<file path="config.mk">
export PLATFORM = sky130hd
export DESIGN_NAME = booth_mul_shift_reg
export DESIGN_NICKNAME = d
export VERILOG_FILES = /design/src/rtl/booth_pkg.sv /design/src/rtl/booth_step.sv /design/src/rtl/booth_mul_shift_reg.sv
export SDC_FILE = /design/constraint.sdc
export NUM_CORES = 1
export LEC_CHECK = 0
export ABC_AREA = 1
export BUFFER_PORTS_ARGS = -buffer_cell sky130_fd_sc_hd__clkbuf_2
export CAP_MARGIN = 0
export CORE_MARGIN = 3
export CORE_UTILIZATION = 57
export CTS_BUF_LIST = sky130_fd_sc_hd__clkbuf_8
export CTS_CLUSTER_SIZE = 28
export DETAILED_ROUTE_END_ITERATION = 6
export HOLD_SLACK_MARGIN = 0.05
export PLACE_DENSITY = 0.84
export RECOVER_POWER = 50
export SLEW_MARGIN = 20
export SYNTH_ARGS = -nofsm -noshare
export SYNTH_HDL_FRONTEND = slang
export SYNTH_SLANG_ARGS = --single-unit
export TNS_END_PERCENT = 20
</file>
<file path="constraint.sdc">
create_clock -name clk -period 2.5 [get_ports clk]
set_clock_uncertainty 0.15 [all_clocks]
set_input_delay 0.25 -clock clk [delete_from_list [all_inputs] [get_ports clk]]
set_output_delay 0.25 -clock clk [all_outputs]
set_load 0.05 [all_outputs]
</file>
<file path="src/rtl/booth_pkg.sv">
// Shared widths and Booth recoding helpers for the sequential radix-2 Booth multiplier.
package booth_pkg;

  localparam int WIDTH  = 8;
  localparam int PWIDTH = 2 * WIDTH;
  localparam int CNT_W  = $clog2(WIDTH) + 1;

  typedef enum logic [1:0] {
    OP_NONE = 2'd0,
    OP_ADD  = 2'd1,
    OP_SUB  = 2'd2
  } booth_op_e;

  // Radix-2 recoding of the current multiplier bit pair {Q[0], Q_1}.
  function automatic booth_op_e booth_decode(input logic q0, input logic q_1);
    case ({q0, q_1})
      2'b01:   return OP_ADD;
      2'b10:   return OP_SUB;
      default: return OP_NONE;
    endcase
  endfunction

endpackage

</file>
<file path="src/rtl/booth_step.sv">
// One combinational Booth iteration: optional add/subtract of M into A,
// followed by an arithmetic right shift of {A, Q, Q_1}.
module booth_step
  import booth_pkg::*;
#(
  parameter int W = WIDTH
) (
  input  logic [W:0]   a_i,
  input  logic [W-1:0] q_i,
  input  logic         q_1_i,
  input  logic [W:0]   m_i,
  output logic [W:0]   a_o,
  output logic [W-1:0] q_o,
  output logic         q_1_o
);

  booth_op_e  op;
  logic [W:0] sum;

  always_comb begin
    op  = booth_decode(q_i[0], q_1_i);
    sum = a_i;
    case (op)
      OP_ADD:  sum = a_i + m_i;
      OP_SUB:  sum = a_i - m_i;
      default: sum = a_i;
    endcase
    // A is one bit wider than the operands, so its MSB is a true sign bit.
    a_o   = {sum[W], sum[W:1]};
    q_o   = {sum[0], q_i[W-1:1]};
    q_1_o = q_i[0];
  end

endmodule

</file>
<file path="src/rtl/booth_mul_shift_reg.sv">
// Sequential signed Booth multiplier: load operands, then one Booth step per clock
// for WIDTH clocks; {A[WIDTH-1:0], Q} holds the product afterwards.
module booth_mul_shift_reg
  import booth_pkg::*;
(
  input  logic              clk,
  input  logic              reset,
  input  logic [WIDTH-1:0]  parallelIn,
  input  logic [WIDTH-1:0]  Multiplicand,
  input  logic              mode,
  output logic [PWIDTH-1:0] parallelOut
);

  logic [WIDTH:0]   m_q, m_d;
  logic [WIDTH:0]   a_q, a_d;
  logic [WIDTH-1:0] q_q, q_d;
  logic             q_1_q, q_1_d;
  logic [CNT_W-1:0] cnt_q, cnt_d;

  logic [WIDTH:0]   a_step;
  logic [WIDTH-1:0] q_step;
  logic             q_1_step;

  booth_step #(.W(WIDTH)) u_step (
    .a_i   (a_q),
    .q_i   (q_q),
    .q_1_i (q_1_q),
    .m_i   (m_q),
    .a_o   (a_step),
    .q_o   (q_step),
    .q_1_o (q_1_step)
  );

  always_comb begin
    m_d   = m_q;
    a_d   = a_q;
    q_d   = q_q;
    q_1_d = q_1_q;
    cnt_d = cnt_q;
    if (mode) begin
      m_d   = {Multiplicand[WIDTH-1], Multiplicand};
      a_d   = '0;
      q_d   = parallelIn;
      q_1_d = 1'b0;
      cnt_d = '0;
    end else if (cnt_q < CNT_W'(WIDTH)) begin
      a_d   = a_step;
      q_d   = q_step;
      q_1_d = q_1_step;
      cnt_d = cnt_q + CNT_W'(1);
    end
  end

  always_ff @(posedge clk or negedge reset) begin
    if (!reset) begin
      m_q   <= '0;
      a_q   <= '0;
      q_q   <= '0;
      q_1_q <= 1'b0;
      cnt_q <= '0;
    end else begin
      m_q   <= m_d;
      a_q   <= a_d;
      q_q   <= q_d;
      q_1_q <= q_1_d;
      cnt_q <= cnt_d;
    end
  end

  assign parallelOut = {a_q[WIDTH-1:0], q_q};

endmodule

</file>
==> results of run 1 <==
## layout make-up
| class | count | area share |
|---|---|---|
| Timing Repair Buffer | 48 | 0.128 |
| Multi-Input combinational cell | 172 | 0.433 |
| Tap cell | 44 | 0.0234 |
| Clock inverter | 2 | 0.0144 |
| Inverter | 36 | 0.0575 |
| Clock buffer | 6 | 0.0351 |
| Sequential cell | 29 | 0.309 |
## layer usage
| metal | vias up | global-route usage | wire length (um) |
|---|---|---|---|
| met1 | 839 | 0.293 | 1930 |
| li1 | 899 | - | - |
| met3 | 12 | 0.0665 | 207 |
| met4 | 0 | 0.110 | 122 |
| met2 | 49 | 0.387 | 2150 |
| met5 | - | 0 | 0 |
## sequential cells by signal, summed over array words and instances, names as in the netlist
signal / flops
a_q: 8
m_q: 8
q_q: 8
cnt_q: 4
q_1_q: 1
## kinds of logic (layout without fill, tap and decap cells)
kind of cell | Yosys count | in the layout | synth area share
compound gates | 50 | 50 | 0.149
xor+xnor | 8 | 8 | 0.0379
fa+ha+maj | 12 | 12 | 0.0852
buf+inv | 42 | 92 | 0.0953
flops | 29 | 29 | 0.392
simple gates | 102 | 102 | 0.241
## timing repair
item,in CTS,in global routing
pin swaps,0,5
resized for setup,1,19
endpoints found under the hold margin,38,0
setup buffers,0,3
hold buffers,10,0
cloned,0,0
setup endpoints to repair,2,5
## per-stage QoR
| stage | instance area [um2] | hold WS, ps | setup WS (ps) | cells | setup TNS [ps] |
|---|---|---|---|---|---|
| detailed placement | 2040 | 184 | -1.90 | 316 | -1.90 |
| global route | 2350 | 93.7 | -86.5 | 337 | -127 |
| finish | 2350 | 83.2 | 78.4 | 337 | 0 |
| floorplan | 1850 | -196 | 214 | 243 | 0 |
| CTS | 2270 | 75.4 | 55.0 | 334 | 0 |
| global placement | 2040 | 185 | 36.9 | 316 | 0 |
## path summary, 6_finish.rpt
kind                          startpoint  endpoint  slack [ps]  cells past startpoint
setup reg to reg                  m_q[1]    a_q[6]          80                     16
min in group asynchronous          reset    q_q[5]         390                      2
hold reg to reg                   q_q[2]    q_q[2]         380                      2
max in group asynchronous          reset  cnt_q[0]        1360                      2
setup / recovery                  m_q[1]    a_q[6]          80                     16
hold / removal             parallelIn[0]    q_q[0]          80                      3
## where the power goes
part           leakage (nW)  internal, W  switching, W
Clock                0.0626     0.000320      0.000182
Combinational         0.823     0.000366      0.000690
Sequential            0.359     0.000545     0.0000849
Total                  1.24      0.00123      0.000957
## worst max-delay path, stage by stage, from the launching register on
cell and delay, ps:
dfrtp_1 390, inv_2 80, ha_2 180, nand2_2 80
nor2_4 120, nor2_2 50, a21oi_2 110, xnor2_1 120
inv_1 90, ha_4 300, nand2_1 90, nor2_2 130
nand2_1 100, nand3_1 100, nand3_1 90, nand2_1 70
nand2_1 40
## cell usage after synthesis
cell,instances
nand4_1,3
buf_6,1
o211ai_1,2
clkbuf_1,2
buf_4,3
o22ai_1,7
o21ai_0,18
nor2_8,1
nand3_1,17
nand3b_1,1
nand2_1,59
nor3_1,1
inv_2,3
or2_1,1
dfrtp_1,29
nor2_1,15
xor2_1,7
o31ai_1,1
inv_1,33
nand2_2,1
a21oi_1,16
and3_1,1
o21a_1,1
xnor2_1,1
fa_1,1
a31oi_1,2
nor2_2,2
o21ai_1,2
ha_1,11
a22o_1,1
==> results by group, run 1 <==
Timing
  • Slew HR: 0.530
  • Max Clock Freq: between 400 and 500 MHz
  • Worst Tran Pin Value: approximately 700 ps
  • Share of the clock period used by the worst path: 0.969
  • RSZ-0062 raised after global routing: true
  • Final hold vios: 0
  • Final min period: approximately 2400 ps
  • Final Slew Violations: 0
  • Setup violations, final: 0

Layout
  • Share of post-route cells with drive strength above 1: 0.225
  • Diode count: 0
  • Final core utilization: 0.763
  • # fillers: around 240
  • Area growth syn-to-layout: 27.0%
  • Reg area: approximately 730 um2
  • # nets final: between 300 and 400
  • Most common cell after layout, fill and taps aside: nand2_1
  • Multi-input gate area: 1020 um2
  • Commonest non-fill, non-tap cells in the layout: 57 x nand2_1, 34 x clkbuf_2, 33 x inv_1

Logic synthesis
  • Yosys top cell area share: 0.392
  • Mapped Avg Cell Area: 7.62 um2
  • Synthesized instance count: about 240
  • Top post-synthesis cells by area: dfrtp_1 39%, nand2_1 12%, ha_1 7.4%
  • Post-synth top area cell: dfrtp_1
  • Yosys cell types: 30
  • Synth warnings: 0
  • Share of the yosys chip area belonging to registers: 0.392
  • Mapped Area: around 1900 um2
  • Syn nets: around 270
  • Flops & latches, synth: 29

Routing
  • TritonRoute pass-1 iters: 4
  • DR WL/cell: ~13 um
  • Via/cell ratio: around 5.3
  • Drt initial violations: 94
  • Final wirelength: 4410 um
  • Drc violations: 0
  • Via Count: between 1500 and 2000
  • Routed Antenna Nets: 0

GRT
  • Antenna violations before repair: 0
  • Vias in the first global route: roughly 1700
  • Pin count of the biggest net entering global routing: 30
  • Total grt overflow: 0
  • GRT Total Usage: 0.239
  • First-pass GRT wire length: between 7000 and 8000 um

Placement
  • Buffers on Ports: 34
  • GPL Wtd Cong: between 0.8 and 0.9
  • Final HPWL DP: 3100 um

Floorplanning
  • Io pins: 35
  • Die Ht: 63.0 um
  • Total core area: between 3000 and 4000 um2
  • Num rows: 20
  • Die extent in x: between 60 and 70 um
  • Die Area: 3970 um2
  • Starting density of the core: 0.601

CTS
  • Clock Tree Buf Depth: 2
  • H-tree depth: 2
  • CTS tree: built
  • Clock Tree Root: clkbuf_8
  • CTS Sinks: 29
  • Skew-Pair Late Insertion Delay: 290 ps
  • Clock transition at path regs: about 60 ps
  • CTS buffer count: 5

Critical path
  • CP Launch Type: flop
  • Setup crit end kind: flop
  • Worst-path fanout max: 5
  • Setup CP Type: reg -> reg
  • Crit path DAT: roughly 2500 ps
  • CP required: approximately 2500 ps

Power and ir drop
  • Leakage power: between 1 and 1.5 nW
  • PwrDens: between 900 and 1000 nW/um2
  • Worst vdd ir: 0.432 mV
  • Overall power: roughly 0.0022 W

Worst hold path
  • Min-Delay Path Class: in -> reg

Run status
  • Outcome: completed

Job
  • Max Cap Viol: 0
(Power assumes the default switching activity.)
==> run 2: changes to the inputs <==
--- a/config.mk
+++ b/config.mk
@@ -9,12 +9,12 @@
 export BUFFER_PORTS_ARGS = -buffer_cell sky130_fd_sc_hd__clkbuf_2
 export CAP_MARGIN = 0
 export CORE_MARGIN = 3
-export CORE_UTILIZATION = 57
+export CORE_UTILIZATION = 40
 export CTS_BUF_LIST = sky130_fd_sc_hd__clkbuf_8
 export CTS_CLUSTER_SIZE = 28
 export DETAILED_ROUTE_END_ITERATION = 6
 export HOLD_SLACK_MARGIN = 0.05
-export PLACE_DENSITY = 0.84
+export PLACE_DENSITY = 0.63
 export RECOVER_POWER = 50
 export SLEW_MARGIN = 20
 export SYNTH_ARGS = -nofsm -noshare
==> run 2 against run 1 <==
Effect of this change: critical path type unchanged; flip-flop and latch count unchanged; utilization decreased by 23 points; total power decreased by 4.6%; register-to-register slack improved by 90 ps; largest power group unchanged; count of clock-buffer cells in the layout decreased by 1; first-iteration DRC count decreased by 17%; die area increased by 38%; highest routed layer unchanged; the run now ends with capacitance limit, slew limit left.
==> results by group, run 2 (synthesis gave the netlist of run 1 again) <==
Routing
  • Final wirelength: roughly 4400 um
  • Routed Antenna Nets: 0
  • Drt initial violations: slightly below 80
  • Drc violations: 0
  • TritonRoute pass-1 iters: 4
  • DR WL/cell: about 13 um
  • Via Count: ~1700
  • Via/cell ratio: roughly 4.9

Timing
  • Worst setup margin: roughly 160 ps
  • Setup Total Neg Slack: 0 ps
  • Final hold vios: 0
  • Slew HR: -0.0780
  • RSZ-0062 raised after global routing: true
  • Share of the clock period used by the worst path: 0.934
  • Setup violations, final: 0
  • Max Clock Freq: about 430 MHz
  • Worst Tran Pin Value: between 1500 and 2000 ps
  • Final Slew Violations: 30
  • Final min period: about 2300 ps
  • Worst Hold Slack: 60.3 ps

Layout
  • Area growth syn-to-layout: 26.6%
  • # nets final: approximately 320
  • # fillers: roughly 430
  • Most common cell after layout, fill and taps aside: nand2_1
  • Top flop regs: a_q (8), m_q (8), q_q (8)
  • Diode count: 0
  • Commonest non-fill, non-tap cells in the layout: 56 x nand2_1, 32 x clkbuf_2, 31 x inv_1
  • Reg area: just over 700 um2
  • Share of post-route cells with drive strength above 1: 0.236
  • Multi-input gate area: about 1000 um2

Critical path
  • CP Buf/Inv Count: 3
  • Worst-path fanout max: 4
  • Most used cell, CP: nand2_1
  • Crit path DAT: between 2000 and 2500 ps
  • Crit path largest cell delay: around 400 ps
  • Setup CP Type: reg -> reg
  • CP Launch Type: flop
  • CP cell instances: inv_2 > ha_4 > inv_1 > o21ai_0 > inv_1 > ha_1 > nand3_1 > nand2_1 > nand2_1 > nand3_1 > nand3_1 > nand2_1 > nand2_1
  • Setup crit end kind: flop
  • CP required: 2530 ps
  • R2R setup slack: about 160 ps
  • Top delay family on crit path: adder cells
  • Slowest CP cell: o21ai_0

GRT
  • Pin count of the biggest net entering global routing: 30
  • Antenna violations before repair: 0
  • First-pass GRT wire length: about 7600 um
  • GRT Total Usage: 0.181
  • Vias in the first global route: 1700
  • Total grt overflow: 0

CTS
  • Clock transition at path regs: ~70 ps
  • Skew-Pair Late Insertion Delay: between 200 and 300 ps
  • Clock Tree Root: clkbuf_8
  • CTS buffer count: 5
  • CTS Sinks: 29
  • H-tree depth: 2
  • Clock Tree Buf Depth: 2
  • CTS tree: built

Placement
  • Final HPWL DP: ~3100 um
  • Buffers on Ports: 34
  • Pre-CTS setup slack: approximately 3.2 ps
  • GPL Wtd Cong: roughly 0.91

Floorplanning
  • Io pins: 35
  • Starting density of the core: 0.419
  • Die Area: around 5500 um2
  • Die extent in x: ~74 um
  • Die Ht: around 74 um
  • Total core area: roughly 4400 um2
  • Num rows: 24

Power and ir drop
  • PwrDens: 891 nW/um2
  • Worst vdd ir: about 0.40 mV
  • Leakage power: 1.19 nW
  • Overall power: 0.00209 W

Job
  • Max Cap Viol: 1

Run status
  • Failing checks: capacitance limit, slew limit
  • Outcome: finished with violations

Worst hold path
  • Min-Delay Path Class: in -> reg
## run 2: cell types whose count changed in the layout (fill, tap and decap cells not counted), moves of 2 or more
cell      delta
a21oi_1      -2
a21oi_2      +2
clkinv_2     +2
ha_1         -4
nand2_2      +2
inv_1        -2
ha_4         +3
clkbuf_2     -2
buf_4        -2
nor2_1       +2
clkbuf_1     +3
## run 2: timing repair
item	in CTS	in global routing
setup endpoints to repair	1	6
resized for setup	1	26
endpoints found under the hold margin	38	0
pin swaps	0	4
setup buffers	0	2
hold buffers	10	0
## run 2: final timing paths
| check | cells after the start | end | startpoint |
|---|---|---|---|
| min in group asynchronous | 2 | m_q[5] | reset |
| hold / removal | 3 | q_q[6] | parallelIn[6] |
| setup reg to reg | 13 | a_q[6] | m_q[0] |
| setup / recovery | 13 | a_q[6] | m_q[0] |
| hold reg to reg | 2 | q_q[2] | q_q[2] |
| max in group asynchronous | 2 | a_q[2] | reset |
## run 2: routing by layer
metal | GRT usage | share of wire | up-vias
met4 | 0.0584 | 0.017 | 0
met1 | 0.234 | 0.47 | 753
met5 | 0 | 0 | -
met3 | 0.0500 | 0.048 | 9
li1 | - | - | 891
met2 | 0.293 | 0.46 | 44
## run 2: report_power, final
group / switching (W) / total, W / internal, W
Clock: 0.000192 / 0.000383 / 0.000192
Sequential: 0.0000846 / 0.000630 / 0.000545
Combinational: 0.000685 / 0.00108 / 0.000390
Total: 0.000962 / 0.00209 / 0.00113
## run 2: cell type report
cell class                 count  share of cell area
clock inverter                 3             0.00747
timing repair buffer          47               0.122
tap                           52              0.0278
inverter                      36              0.0577
sequential                    29               0.310
clock buffer                   5              0.0294
multi-input combinational    172               0.446
## run 2: per-stage QoR
step,utilization,instance area [um2],cells
after floorplan,-,1850,243
after global placement,0.465,2050,324
after detailed placement,0.465,2050,324
after CTS,0.510,2250,342
after global routing,0.531,2340,344
final,0.531,2340,344
## run 2: worst min-delay path: stages
cell and delay (ps):
clkbuf_2 70, o21ai_0 60, o21ai_1 70
